`src/rtl/median_filter_engine_p.sv`:
```
// 3x3 rank-filter engine: fetches each pixel's neighbourhood in raster order,
// ranks the samples with a running insertion sorter and writes median, min or max.
module median_filter_engine_p #(
  parameter int unsigned IMG_W = 128,
  parameter int unsigned IMG_H = 128,
  parameter int unsigned DW    = 8,
  parameter int unsigned AW    = 14
) (
  input  logic          clk,
  input  logic          rst,
  input  logic          ready_i,
  input  logic [1:0]    mode_i,
  input  logic          pad_mode_i,
  output logic          busy_o,
  output logic [AW-1:0] iaddr_o,
  input  logic [DW-1:0] idata_i,
  output logic [AW-1:0] addr_o,
  output logic [DW-1:0] data_wr_o,
  output logic          wen_o,
  output logic          done_o
);

  localparam int unsigned XW = (IMG_W > 1) ? $clog2(IMG_W) : 1;
  localparam int unsigned YW = (IMG_H > 1) ? $clog2(IMG_H) : 1;

  typedef enum logic [2:0] {StIdle, StFetch, StIns, StWr, StDone} state_e;

  state_e        state_q, state_d;
  logic [XW-1:0] x_q, x_d;
  logic [YW-1:0] y_q, y_d;
  logic [3:0]    k_q, k_d;
  logic [1:0]    mode_q, mode_d;
  logic          pad_q, pad_d;
  logic          busy_q, busy_d;
  logic [AW-1:0] iaddr_q, iaddr_d;
  logic          oob_q, oob_d;
  logic          smp_oob_q;
  logic [AW-1:0] addr_q, addr_d;
  logic [DW-1:0] data_q, data_d;
  logic          wen_q, wen_d;
  logic          done_q, done_d;
  logic [DW-1:0] sort_q [9];
  logic [DW-1:0] sort_d [9];
  logic [DW-1:0] sort_ins [9];
  logic [DW-1:0] smp;
  logic [AW:0]   nb;
  logic          clr, ins;

  // Clamped neighbour address with the out-of-bounds flag in the MSB.
  function automatic logic [AW:0] nb_addr(input logic [XW-1:0] px, input logic [YW-1:0] py,
                                          input logic [3:0] kk);
    int   cx, cy;
    logic oob;
    cx  = int'(px) + (int'(kk) % 3) - 1;
    cy  = int'(py) + (int'(kk) / 3) - 1;
    oob = 1'b0;
    if (cx < 0) begin
      cx  = 0;
      oob = 1'b1;
    end else if (cx > int'(IMG_W) - 1) begin
      cx  = int'(IMG_W) - 1;
      oob = 1'b1;
    end
    if (cy < 0) begin
      cy  = 0;
      oob = 1'b1;
    end else if (cy > int'(IMG_H) - 1) begin
      cy  = int'(IMG_H) - 1;
      oob = 1'b1;
    end
    return {oob, AW'(cy * int'(IMG_W) + cx)};
  endfunction

  // Sample arriving this cycle belongs to the address presented last cycle.
  always_comb begin
    smp = (smp_oob_q && !pad_q) ? '0 : idata_i;
  end

  // Parallel compare-and-shift insertion; empty slots hold all-ones so they sort last.
  always_comb begin
    for (int i = 0; i < 9; i++) begin
      if (smp >= sort_q[i]) begin
        sort_ins[i] = sort_q[i];
      end else if (i == 0) begin
        sort_ins[i] = smp;
      end else if (smp >= sort_q[i-1]) begin
        sort_ins[i] = smp;
      end else begin
        sort_ins[i] = sort_q[i-1];
      end
    end
  end

  // Sorter next state: clear at pixel start, insert while samples stream in.
  always_comb begin
    for (int i = 0; i < 9; i++) begin
      if (clr) begin
        sort_d[i] = {DW{1'b1}};
      end else if (ins) begin
        sort_d[i] = sort_ins[i];
      end else begin
        sort_d[i] = sort_q[i];
      end
    end
  end

  // FSM next-state and registered-output next values.
  always_comb begin
    state_d = state_q;
    x_d     = x_q;
    y_d     = y_q;
    k_d     = k_q;
    mode_d  = mode_q;
    pad_d   = pad_q;
    busy_d  = busy_q;
    iaddr_d = iaddr_q;
    oob_d   = oob_q;
    addr_d  = addr_q;
    data_d  = data_q;
    wen_d   = 1'b0;
    done_d  = 1'b0;
    clr     = 1'b0;
    ins     = 1'b0;
    nb      = '0;
    unique case (state_q)
      StIdle: begin
        if (ready_i) begin
          state_d = StFetch;
          busy_d  = 1'b1;
          mode_d  = mode_i;
          pad_d   = pad_mode_i;
          x_d     = '0;
          y_d     = '0;
          k_d     = '0;
          clr     = 1'b1;
          nb      = nb_addr('0, '0, 4'd0);
          iaddr_d = nb[AW-1:0];
          oob_d   = nb[AW];
        end
      end
      StFetch: begin
        ins = (k_q != 4'd0);
        if (k_q == 4'd8) begin
          state_d = StIns;
        end else begin
          k_d     = k_q + 4'd1;
          nb      = nb_addr(x_q, y_q, k_q + 4'd1);
          iaddr_d = nb[AW-1:0];
          oob_d   = nb[AW];
        end
      end
      StIns: begin
        ins     = 1'b1;
        state_d = StWr;
        wen_d   = 1'b1;
        addr_d  = AW'(int'(y_q) * int'(IMG_W) + int'(x_q));
        case (mode_q)
          2'b01:   data_d = sort_ins[0];
          2'b10:   data_d = sort_ins[8];
          default: data_d = sort_ins[4];
        endcase
      end
      StWr: begin
        if (int'(x_q) == int'(IMG_W) - 1 && int'(y_q) == int'(IMG_H) - 1) begin
          state_d = StDone;
          busy_d  = 1'b0;
          done_d  = 1'b1;
        end else begin
          if (int'(x_q) == int'(IMG_W) - 1) begin
            x_d = '0;
            y_d = y_q + YW'(1);
          end else begin
            x_d = x_q + XW'(1);
          end
          state_d = StFetch;
          k_d     = '0;
          clr     = 1'b1;
          nb      = nb_addr(x_d, y_d, 4'd0);
          iaddr_d = nb[AW-1:0];
          oob_d   = nb[AW];
        end
      end
      StDone: begin
        state_d = StIdle;
      end
      default: begin
        state_d = StIdle;
      end
    endcase
  end

  // State and output registers; reset aborts any frame in progress.
  always_ff @(posedge clk or posedge rst) begin
    if (rst) begin
      state_q   <= StIdle;
      x_q       <= '0;
      y_q       <= '0;
      k_q       <= '0;
      mode_q    <= '0;
      pad_q     <= 1'b0;
      busy_q    <= 1'b0;
      iaddr_q   <= '0;
      oob_q     <= 1'b0;
      smp_oob_q <= 1'b0;
      addr_q    <= '0;
      data_q    <= '0;
      wen_q     <= 1'b0;
      done_q    <= 1'b0;
      for (int i = 0; i < 9; i++) sort_q[i] <= {DW{1'b1}};
    end else begin
      state_q   <= state_d;
      x_q       <= x_d;
      y_q       <= y_d;
      k_q       <= k_d;
      mode_q    <= mode_d;
      pad_q     <= pad_d;
      busy_q    <= busy_d;
      iaddr_q   <= iaddr_d;
      oob_q     <= oob_d;
      smp_oob_q <= oob_q;
      addr_q    <= addr_d;
      data_q    <= data_d;
      wen_q     <= wen_d;
      done_q    <= done_d;
      for (int i = 0; i < 9; i++) sort_q[i] <= sort_d[i];
    end
  end

  assign busy_o    = busy_q;
  assign iaddr_o   = iaddr_q;
  assign addr_o    = addr_q;
  assign data_wr_o = data_q;
  assign wen_o     = wen_q;
  assign done_o    = done_q;

endmodule

```
`config.mk`:
```
export PLATFORM = sky130hd
export DESIGN_NAME = median_filter_engine_p
export DESIGN_NICKNAME = d
export VERILOG_FILES = /design/src/rtl/median_filter_engine_p.sv
export SDC_FILE = /design/constraint.sdc
export NUM_CORES = 1
export LEC_CHECK = 0
export CAP_MARGIN = 20
export CELL_PAD_IN_SITES_DETAIL_PLACEMENT = 1
export CELL_PAD_IN_SITES_GLOBAL_PLACEMENT = 1
export CORE_MARGIN = 2
export CORE_UTILIZATION = 43
export DETAILED_ROUTE_END_ITERATION = 8
export PLACE_DENSITY = 0.85
export SYNTH_ARGS = -nofsm -noshare
export SYNTH_HDL_FRONTEND = slang
export SYNTH_SLANG_ARGS = --single-unit
```
`constraint.sdc`:
```
create_clock -name clk -period 5.37 [get_ports clk]
set_clock_uncertainty 0.05 [all_clocks]
set_input_delay 0.537 -clock clk [delete_from_list [all_inputs] [get_ports clk]]
set_output_delay 0.537 -clock clk [all_outputs]
set_load 0.02 [all_outputs]
```
Word level (Yosys, flattened, before mapping)
Cells that the tools add are included.
{ "word_totals": {"elab_cells": 189, "reg_bits": 137} }
{ "op_classes": {"n_eq_ne": 19, "n_reduce_logical": 19, "muxes": 97, "n_lt_le_gt_ge": 17, "n_div": 2, "n_addsub": 12} }
{ "ops": {"columns": ["cell", "count"], "rows": [
  ["two-way mux 8 bit", 36],
  ["two-way mux 14 bit", 11],
  ["two-way mux 7 bit", 17],
  ["greater-or-equal comparator 8 bit", 9],
  ["adder 8 x 32 -> 32 bit", 2],
  ["greater-than comparator 32 x 8 -> 1 bit (second input constant)", 2],
  ["less-than comparator 32 x 1 -> 1 bit (second input constant)", 2],
  ["subtractor 32 x 2 -> 32 bit (second input constant)", 2],
  ["case mux 14 bit (3 select lines)", 1],
  ["divider 5 x 3 -> 32 bit (second input constant)", 1],
  ["remainder unit 5 x 3 -> 32 bit (second input constant)", 1],
  ["adder 14 bit", 2],
  ["case mux 7 bit (2 select lines)", 2],
  ["!= test 2 bit (second input constant)", 11],
  ["two-way mux 1 bit", 17],
  ["greater-than comparator 8 bit (second input constant)", 2],
  ["less-than comparator 8 x 1 -> 1 bit (second input constant)", 2],
  ["case mux 8 bit (2 select lines)", 1],
  ["AND reduction 2 bit", 8],
  ["subtractor 7 x 1 -> 8 bit (second input constant)", 2],
  ["adder 14 x 7 -> 14 bit", 1],
  ["adder 7 x 1 -> 7 bit (second input constant)", 2],
  ["== test 7 x 1 -> 1 bit (second input constant)", 2],
  ["two-way mux 4 bit", 3],
  ["other kinds (19)", 27]
]} }

Logic depth before layout (Yosys ltp)
Gate-level depths: netlist (run 1).
{ "logic_depth": {"depth_word": 13, "mapped_depth": 36, "mapped_depth_nobuf": 35} }

Worst setup path before layout (run 1)
OpenSTA, ideal clock, no wires.
{ "synth_timing": {"path_kind": "reg-to-reg", "startpoint": "register k_q[0]", "endpoint": "register oob_q", "path_slack_ns": -0.548, "path_stages_with_launch": 27, "period_less_slack_ns": 5.918, "required_time_ns": 5.196, "arrival_time_ns": 5.744, "cell_sequence": "dfrtp_1 buf_2 nand2_1 xnor2_1 o22ai_1 inv_1 ha_1 a211oi_2 xnor2_1 ha_1 or3_1 inv_2 nor2_1 nand3_1 o211ai_1 ha_1 inv_1 ha_1 o211ai_1 o21a_2 a2111oi_4 or4_4 a2111oi_4 nand4_2 a2111oi_4 nand3_2 o31a_1"} }
{ "synth_via": {"elab_chain_len": 11, "elab_cells_between_ends": 20} }
{ "synth_rtl": {"columns": ["element", "line", "source"], "rows": [
  ["start, declared", "31", "logic [3:0] k_q, k_d;"],
  ["start signal, assigned", "214", "k_q <= k_d;"],
  ["adder 4 x 1 -> 4 bit", "147", "nb = nb_addr(x_q, y_q, k_q + 4'd1);"],
  ["remainder unit 5 x 3 -> 32 bit", "54", "cx = int'(px) + (int'(kk) % 3) - 1;"],
  ["adder 8 x 32 -> 32 bit", "54", null],
  ["subtractor 32 x 2 -> 32 bit", "54", null],
  ["greater-than comparator 32 x 8 -> 1 bit", "60", "end else if (cx > int'(IMG_W) - 1) begin"],
  ["two-way mux 1 bit", "60", null],
  ["two-way mux 1 bit", "57", "if (cx < 0) begin"],
  ["two-way mux 1 bit", "67", "end else if (cy > int'(IMG_H) - 1) begin"],
  ["two-way mux 1 bit", "64", "if (cy < 0) begin"],
  ["two-way mux 1 bit", "143", "if (k_q == 4'd8) begin"],
  ["case mux 1 bit (3 select lines)", "125", "unique case (state_q)"],
  ["end signal, assigned", "219", "oob_q <= oob_d;"],
  ["end, declared", "36", "logic oob_q, oob_d;"]
]} }
Parallel ways exist; a longest one is shown, timed or not. The select of a mux whose other input is x is not followed.
A chain may end at the register's enable or synchronous reset.

Worst setup path in the final report (run 1)
{ "layout_timing": {"startpoint": "register k_q[3]", "endpoint": "register iaddr_q[0], in the netlist iaddr_o[0]"} }
{ "layout_via": {"elab_chain_len": 12, "elab_cells_between_ends": 16} }
{ "layout_rtl": {"columns": ["element", "line", "source"], "rows": [
  ["adder 4 x 1 -> 4 bit", "147", null],
  ["remainder unit 5 x 3 -> 32 bit", "54", null],
  ["adder 8 x 32 -> 32 bit", "54", null],
  ["subtractor 32 x 2 -> 32 bit", "54", null],
  ["greater-than comparator 32 x 8 -> 1 bit", "60", null],
  ["two-way mux 14 bit", "60", null],
  ["two-way mux 14 bit", "57", null],
  ["two-way mux 14 bit", "143", null],
  ["two-way mux 14 bit", "125", null],
  ["adder 14 bit", "71", "return {oob, AW'(cy * int'(IMG_W) + cx)};"],
  ["two-way mux 14 bit", "143", null],
  ["case mux 14 bit (3 select lines)", "125", null],
  ["end signal, assigned", "218", "iaddr_q <= iaddr_d;"],
  ["end, declared", "35", "logic [AW-1:0] iaddr_q, iaddr_d;"]
]} }
Parallel ways exist; a longest one is shown, timed or not. The select of a mux whose other input is x is not followed.

==> results of run 1 <==
-- flip-flops by register name (all words and copies together), names as in the netlist, 2 cells and up --
register	cells
sort_q	72
addr_o	14
iaddr_o	14
data_wr_o	8
x_q	7
y_q	7
k_q	4
state_q	3
mode_q	2
-- how the worst max path moves through the flow --
| stage | cells past startpoint | endpoint | slack (ns) | startpoint |
|---|---|---|---|---|
| final | 26 | iaddr_o[0]$_DFFE_PP0P_ | -0.68 | k_q[3]$_DFFE_PP0P_ |
| after global routing | 25 | iaddr_o[0]$_DFFE_PP0P_ | -0.90 | k_q[3]$_DFFE_PP0P_ |
| after CTS | 26 | iaddr_o[3]$_DFFE_PP0P_ | -0.26 | k_q[0]$_DFFE_PP0P_ |
| after detailed placement | 26 | iaddr_o[3]$_DFFE_PP0P_ | -0.47 | k_q[0]$_DFFE_PP0P_ |
| after global placement | 25 | iaddr_o[3]$_DFFE_PP0P_ | -0.18 | k_q[0]$_DFFE_PP0P_ |
| after floorplan | 27 | iaddr_o[3]$_DFFE_PP0P_ | -0.06 | k_q[0]$_DFFE_PP0P_ |
-- metrics by stage --
step,instance area (sq um),setup WS [ns],TNS [ns],hold WS (ns),std cells
floorplan,12300,-0.0581,-0.137,0.304,1519
global placement,14100,-0.175,-0.844,0.413,2023
detailed placement,14100,-0.472,-4.21,0.411,2023
CTS,15000,-0.263,-1.62,0.437,2068
global route,15500,-0.896,-9.89,0.429,2082
finish,15500,-0.679,-6.48,0.432,2082
-- report_power, final --
group | switching (uW) | internal [uW] | leakage (uW)
combinational | 1010 | 612 | 0.00545
clock | 554 | 676 | 0.000292
sequential | 158 | 1330 | 0.00157
-- layout make-up --
cell class	instances	area (sq um)	area share
well taps	378	473	0.0305
multi-input cells	1144	8400	0.542
repair buffers	225	1870	0.121
inverters	166	638	0.0412
clock buffers	19	453	0.0292
flip-flops and latches	137	3520	0.227
clock inverters	13	130	0.00840
-- routing by layer --
| metal | track usage | vias to the layer above | share of wire |
|---|---|---|---|
| li1 | - | 5715 | - |
| met1 | 0.371 | 6617 | 0.38 |
| met2 | 0.561 | 842 | 0.48 |
| met3 | 0.0568 | 308 | 0.073 |
| met4 | 0.151 | 2 | 0.068 |
| met5 | 0 | - | 0.00015 |
-- cell families (layout without fill, tap and decap cells) --
| kind of cell | after synthesis | in the layout |
|---|---|---|
| fa+ha+maj | 144 | 144 |
| xor+xnor | 38 | 38 |
| mux | 54 | 54 |
| simple gates | 424 | 424 |
| buf+inv | 238 | 423 |
| flops | 137 | 137 |
| compound gates | 477 | 477 |
| other cells | 2 | 7 |
-- cells in the final DEF, fill, tap and decap left out, drive strengths merged, types with 36 or more instances in the layout --
cell	Yosys	layout
a21oi	154	154
buf	17	173
clkdlybuf4s50	0	52
dfrtp	65	65
dfstp	72	72
ha	141	141
inv	160	169
mux2i	36	36
nand2	106	106
nor2	134	134
nor3	53	53
o21ai	142	142
-- what timing repair did --
action	4_1_cts	5_1_grt
endpoints found under the setup margin	14	15
setup buffers	13	11
hold buffers	0	0
pin swaps	29	35
resized for setup	35	79
endpoints found under the hold margin	0	0
==> out/results.tsv, run 1 <==
stage	metric	value	unit
synthesis	Mapped Avg Cell Area	8.04	sq um
synthesis	Adder-Cell Fraction of Synth Area	0.150	
global_route	GRT overflow	0	
cts	Skew-Pair Late Insertion Delay	0.45	ns
synthesis	post-synthesis cell area	12200	sq um
hold_path	HP Start	oob_q$_DFFE_PP0P_	
sta	slew at the pin closest to its max-slew limit	1.21	ns
detailed_routing	Final ANT Viol Nets	0	
cts	CTS tree	done	
sta	fin crit share	1.13	
detailed_routing	WL final	53200	microns
synthesis	top cells by count, synth	inv_1 (158), a21oi_1 (151), ha_1 (141)	
worst_setup_path	CP Class	flip-flop to flip-flop	
synthesis	synthesized instance count	1514	
die	Ports	53	
sta	Final Hold Viols	0	
power	leak pwr	0.00731	uW
global_route	initial antenna violation count	1	
global_route	first-pass GRT wire length	73500	microns
detailed_routing	routed length per placed instance	25.5	microns
synthesis	cell taking the most area after synthesis	dfstp_2	
cts	CTS Buf Count	17	
hold_path	Tightest Hold Check Type	flip-flop to flip-flop	
global_route	GRT Total Usage	0.317	
power	P per Cell Area	280	nW/um^2
detailed_routing	Vias/cell	6.48	
worst_setup_path	crit path launch type	flip-flop	
worst_setup_path	peak per-stage delay on the critical path	0.47	ns
final_layout	Area growth syn-to-layout	27.2	%
synthesis	mux share of post-synthesis cell area	0.0462	
synthesis	Synth Warn #	0	
sta	Max Freq	165	MHz
synthesis	count leader, synth	inv_1	
synthesis	Post-Synth Simple-Gate Area	0.164	
worst_setup_path	slowest CP cell	dfrtp_1	
synthesis	xor and xnor area share after synthesis	0.0273	
power	Worst VDD drop	0.287	mV
synthesis	dominant synthesized flop cell	dfstp_2	
synthesis	#FFs+latches synth	137	
power	final total power	4340	uW
sta	Setup-failing EPs final	15	
worst_setup_path	CP Data Required Time	5.65	ns
cts	clk root buf	clkbuf_16	
die	Initial Utilization	0.437	
synthesis	top cell type's share of synthesized area	0.155	
global_route	pin count of the biggest net entering global routing	107	
outcome	status	finished with violations	
sta	Final WS setup	-0.679	ns
worst_setup_path	Setup crit end kind	flip-flop	
detailed_routing	vias	13500	
worst_setup_path	CP top delay family	compound AO/OA/AOI/OAI gates	
die	total core area	27900	sq um
sta	minimum clock period	6.05	ns
worst_setup_path	Max Fanout on Critical Path	7	
synthesis	dominant cells by area after synthesis	dfstp_2 (16%), ha_1 (14%), dfrtp_1 (13%)	
die	die area	29700	sq um
worst_setup_path	Crit path arrival time	6.33	ns
synthesis	complex-gate fraction of the synthesized area	0.248	
synthesis	register area share after synthesis	0.289	
worst_setup_path	R2R depth	26	
place	dpl hpwl	31000	microns
hold_path	hold path endpoint	smp_oob_q$_DFF_PP0_	
sta	worst-case headroom to the max-slew limit	0.186	
detailed_routing	Iteration-0 DRC Markers	1382	
die	Die Y	172	microns
hold_path	worst hold path depth	0	
flow_run	Max Cap Viol	0	
worst_setup_path	worst path bufs/invs	6	
synthesis	largest family of logic cells by synthesized area	compound AO/OA/AOI/OAI gates	
detailed_routing	Residual DRC	0	
die	FP Rows	61	
global_route	number of global-route vias before repair	13700	
worst_setup_path	Worst R2R End	iaddr_o[0]$_DFFE_PP0P_	
synthesis	Post-synth EDFFs	0	
synthesis	synth unique cells	75	
cts	Max Buffers Root-to-Sink	2	
worst_setup_path	r2r setup slk	-0.68	ns
final_layout	# diodes	0	
place	routability-driven placement congestion ratio	0.915	
die	chip width	172	microns
detailed_routing	drt first pass iters	8	
final_layout	number of fill cells	3262	
final_layout	utilization after layout	0.556	
final_layout	NumNets Final	1849	
sta	RSZ-0062 raised after global routing	yes	
outcome	violated checks	setup timing	
cts	H-tree Lvls	4	
place	input/output buffers	52	
synthesis	async set-or-reset flop fraction in the synthesized netlist	1.00	
worst_setup_path	Reg-to-Reg Start	k_q[3]$_DFFE_PP0P_	
cts	clk slew on worst S/H paths	0.07	ns
final_layout	layout cell share with drive strength beyond 1	0.245	
sta	Slew Limit Fails	0	
cts	Clock Sinks	137	
No activity file was read; power rests on OpenSTA's default activity.
==> inputs of run 2 (changes only) <==
--- a/config.mk
+++ b/config.mk
@@ -12,6 +12,7 @@
 export CORE_UTILIZATION = 43
 export DETAILED_ROUTE_END_ITERATION = 8
 export PLACE_DENSITY = 0.85
+export RECOVER_POWER = 100
 export SYNTH_ARGS = -nofsm -noshare
 export SYNTH_HDL_FRONTEND = slang
 export SYNTH_SLANG_ARGS = --single-unit
==> run 2 against run 1 <==
  * The flow finishes with violations (capacitance limit, slew limit, setup timing)
  * Flip-flop and latch count stayed put
  * Die area unchanged
  * Total power hardly changed
  * Largest cell class unchanged
  * Via count increased by 0.36%
  * Setup slack worse by 0.014 ns
==> out/results.tsv, run 2 (synthesis results as in run 1) <==
stage	metric	value	unit
global_route	pin count of the biggest net entering global routing	107	
global_route	number of global-route vias before repair	13700	
global_route	first-pass GRT wire length	73500	microns
place	input/output buffers	52	
power	final total power	4340	uW
final_layout	most frequent cells in the layout	buf_4 (160), inv_1 (150), a21oi_1 (136)	
final_layout	NumNets Final	1849	
hold_path	HP Start	oob_q$_DFFE_PP0P_	
global_route	GRT overflow	0	
cts	CTS Buf Count	17	
final_layout	Biggest register	sort_q	
cts	clk slew on worst S/H paths	0.07	ns
worst_setup_path	Crit path arrival time	6.34	ns
detailed_routing	drt first pass iters	6	
worst_setup_path	Max Fanout on Critical Path	7	
cts	CTS tree	done	
worst_setup_path	crit path launch type	flip-flop	
die	Die Y	172	microns
die	chip width	172	microns
detailed_routing	routed length per placed instance	25.6	microns
die	Initial Utilization	0.437	
power	leak pwr	0.00731	uW
cts	clk root buf	clkbuf_16	
outcome	violated checks	capacitance limit, slew limit, setup timing	
detailed_routing	WL final	53300	microns
sta	fin crit share	1.13	
die	total core area	27900	sq um
sta	Setup-failing EPs final	15	
final_layout	Area growth syn-to-layout	27.1	%
detailed_routing	Final ANT Viol Nets	0	
worst_setup_path	Worst Setup SP	k_q[3]$_DFFE_PP0P_	
detailed_routing	vias	13500	
final_layout	layout cell share with drive strength beyond 1	0.244	
worst_setup_path	Setup crit end kind	flip-flop	
place	dpl hpwl	31000	microns
final_layout	Largest register FFs	72	
place	worst slack, placed	-0.472	ns
die	Ports	53	
worst_setup_path	Reg-to-Reg Start	k_q[3]$_DFFE_PP0P_	
final_layout	fin area	15500	sq um
power	P per Cell Area	280	nW/um^2
detailed_routing	Residual DRC	0	
detailed_routing	Vias/cell	6.50	
sta	RSZ-0062 raised after global routing	yes	
cts	Skew-Pair Late Insertion Delay	0.45	ns
sta	worst-case headroom to the max-slew limit	-1.73	
outcome	status	finished with violations	
sta	Final WS setup	-0.692	ns
place	routability-driven placement congestion ratio	0.915	
worst_setup_path	CP Class	flip-flop to flip-flop	
worst_setup_path	CP Data Required Time	5.65	ns
cts	Clock Sinks	137	
global_route	GRT Total Usage	0.317	
worst_setup_path	peak per-stage delay on the critical path	0.47	ns
sta	Max Freq	165	MHz
place	area post-placement	14100	sq um
flow_run	Max Cap Viol	2	
cts	Max Buffers Root-to-Sink	2	
worst_setup_path	slowest CP cell	dfrtp_1	
power	Worst VDD drop	0.288	mV
cts	H-tree Lvls	4	
sta	Final Hold Viols	0	
sta	slew at the pin closest to its max-slew limit	4.10	ns
hold_path	Tightest Hold Check Type	flip-flop to flip-flop	
final_layout	commonest non-fill, non-tap cell in the layout	buf_4	
sta	minimum clock period	6.06	ns
global_route	initial antenna violation count	1	
die	die area	29700	sq um
die	FP Rows	61	
final_layout	# diodes	0	
sta	Slew Limit Fails	134	
final_layout	number of fill cells	3264	
detailed_routing	Iteration-0 DRC Markers	1386	
[run 2: cell count changes in the layout (fill, tap and decap cells not counted)]
cell | before | now
buf_4 | 161 | 160
clkdlybuf4s50_1 | 52 | 51
inv_6 | 6 | 5
dlygate4sd3_1 | 0 | 1
clkbuf_1 | 0 | 1
inv_1 | 149 | 150
[run 2: layer usage]
| metal | global-route usage | routed length, microns | part of all wire | vias up |
|---|---|---|---|---|
| li1 | - | - | - | 5713 |
| met1 | 0.371 | 20200 | 0.38 | 6655 |
| met2 | 0.561 | 25600 | 0.48 | 832 |
| met3 | 0.0568 | 3770 | 0.071 | 331 |
| met4 | 0.151 | 3750 | 0.070 | 2 |
| met5 | 0 | 8 | 0.00015 | - |
[run 2: timing repair]
action	4_1_cts	5_1_grt
pin swaps	29	35
hold buffers	0	0
gates resized for setup	35	79
setup endpoints to repair	14	15
setup buffers	13	11
[run 2: worst max-delay path, delay by kind of cell, from the launching register on]
family | cells | cell delay, ns
AO/OA/AOI/OAI | 10 | 2.51
XOR/XNOR | 2 | 0.49
adder cells (fa/ha/maj) | 3 | 0.74
buffers and inverters | 6 | 0.71
flip-flops | 1 | 0.47
AND/OR/NAND/NOR | 5 | 0.96
[run 2: worst paths after layout]
check	end	slack, ns	cells past startpoint
max	iaddr_o[0]$_DFFE_PP0P_	-0.69	26
max in group asynchronous	data_wr_o[6]$_DFFE_PP0P_	0.89	2
max reg2reg	iaddr_o[0]$_DFFE_PP0P_	-0.69	26
min	smp_oob_q$_DFF_PP0_	0.44	0
min reg2reg	smp_oob_q$_DFF_PP0_	0.44	0
min in group asynchronous	y_q[0]$_DFFE_PP0P_	2.04	2
[run 2: layout make-up]
class | count | area [sq um] | area share
repair buffers | 225 | 1870 | 0.121
well taps | 378 | 473 | 0.0305
multi-input cells | 1144 | 8400 | 0.543
inverters | 166 | 633 | 0.0409
clock buffers | 19 | 453 | 0.0293
flip-flops and latches | 137 | 3520 | 0.227
clock inverters | 13 | 130 | 0.00840
[run 2: report_power, final]
group          switching (uW)  internal [uW]  leakage (uW)  total [uW]
Clock                     553            675      0.000292        1230
Sequential                158           1330       0.00157        1490
Combinational            1010            612       0.00545        1620
Total                    1720           2620       0.00731        4340
[run 2: metrics by stage]
stage	cells	hold slack [ns]	utilization	TNS [ns]
finish	2082	0.439	0.556	-6.67
floorplan	1519	0.304	-	-0.137
global placement	2023	0.413	0.507	-0.844
detailed placement	2023	0.411	0.507	-4.21
global route	2082	0.429	0.556	-9.89
CTS	2068	0.437	0.538	-1.62
==> inputs of run 3 (changes only) <==
--- a/config.mk
+++ b/config.mk
@@ -10,6 +10,7 @@
 export CELL_PAD_IN_SITES_GLOBAL_PLACEMENT = 1
 export CORE_MARGIN = 2
 export CORE_UTILIZATION = 43
+export CTS_CLUSTER_DIAMETER = 120
 export DETAILED_ROUTE_END_ITERATION = 8
 export PLACE_DENSITY = 0.85
 export RECOVER_POWER = 100
==> results of run 3 <==
No change in the layout: final DEF, timing and power equal those of run 2.
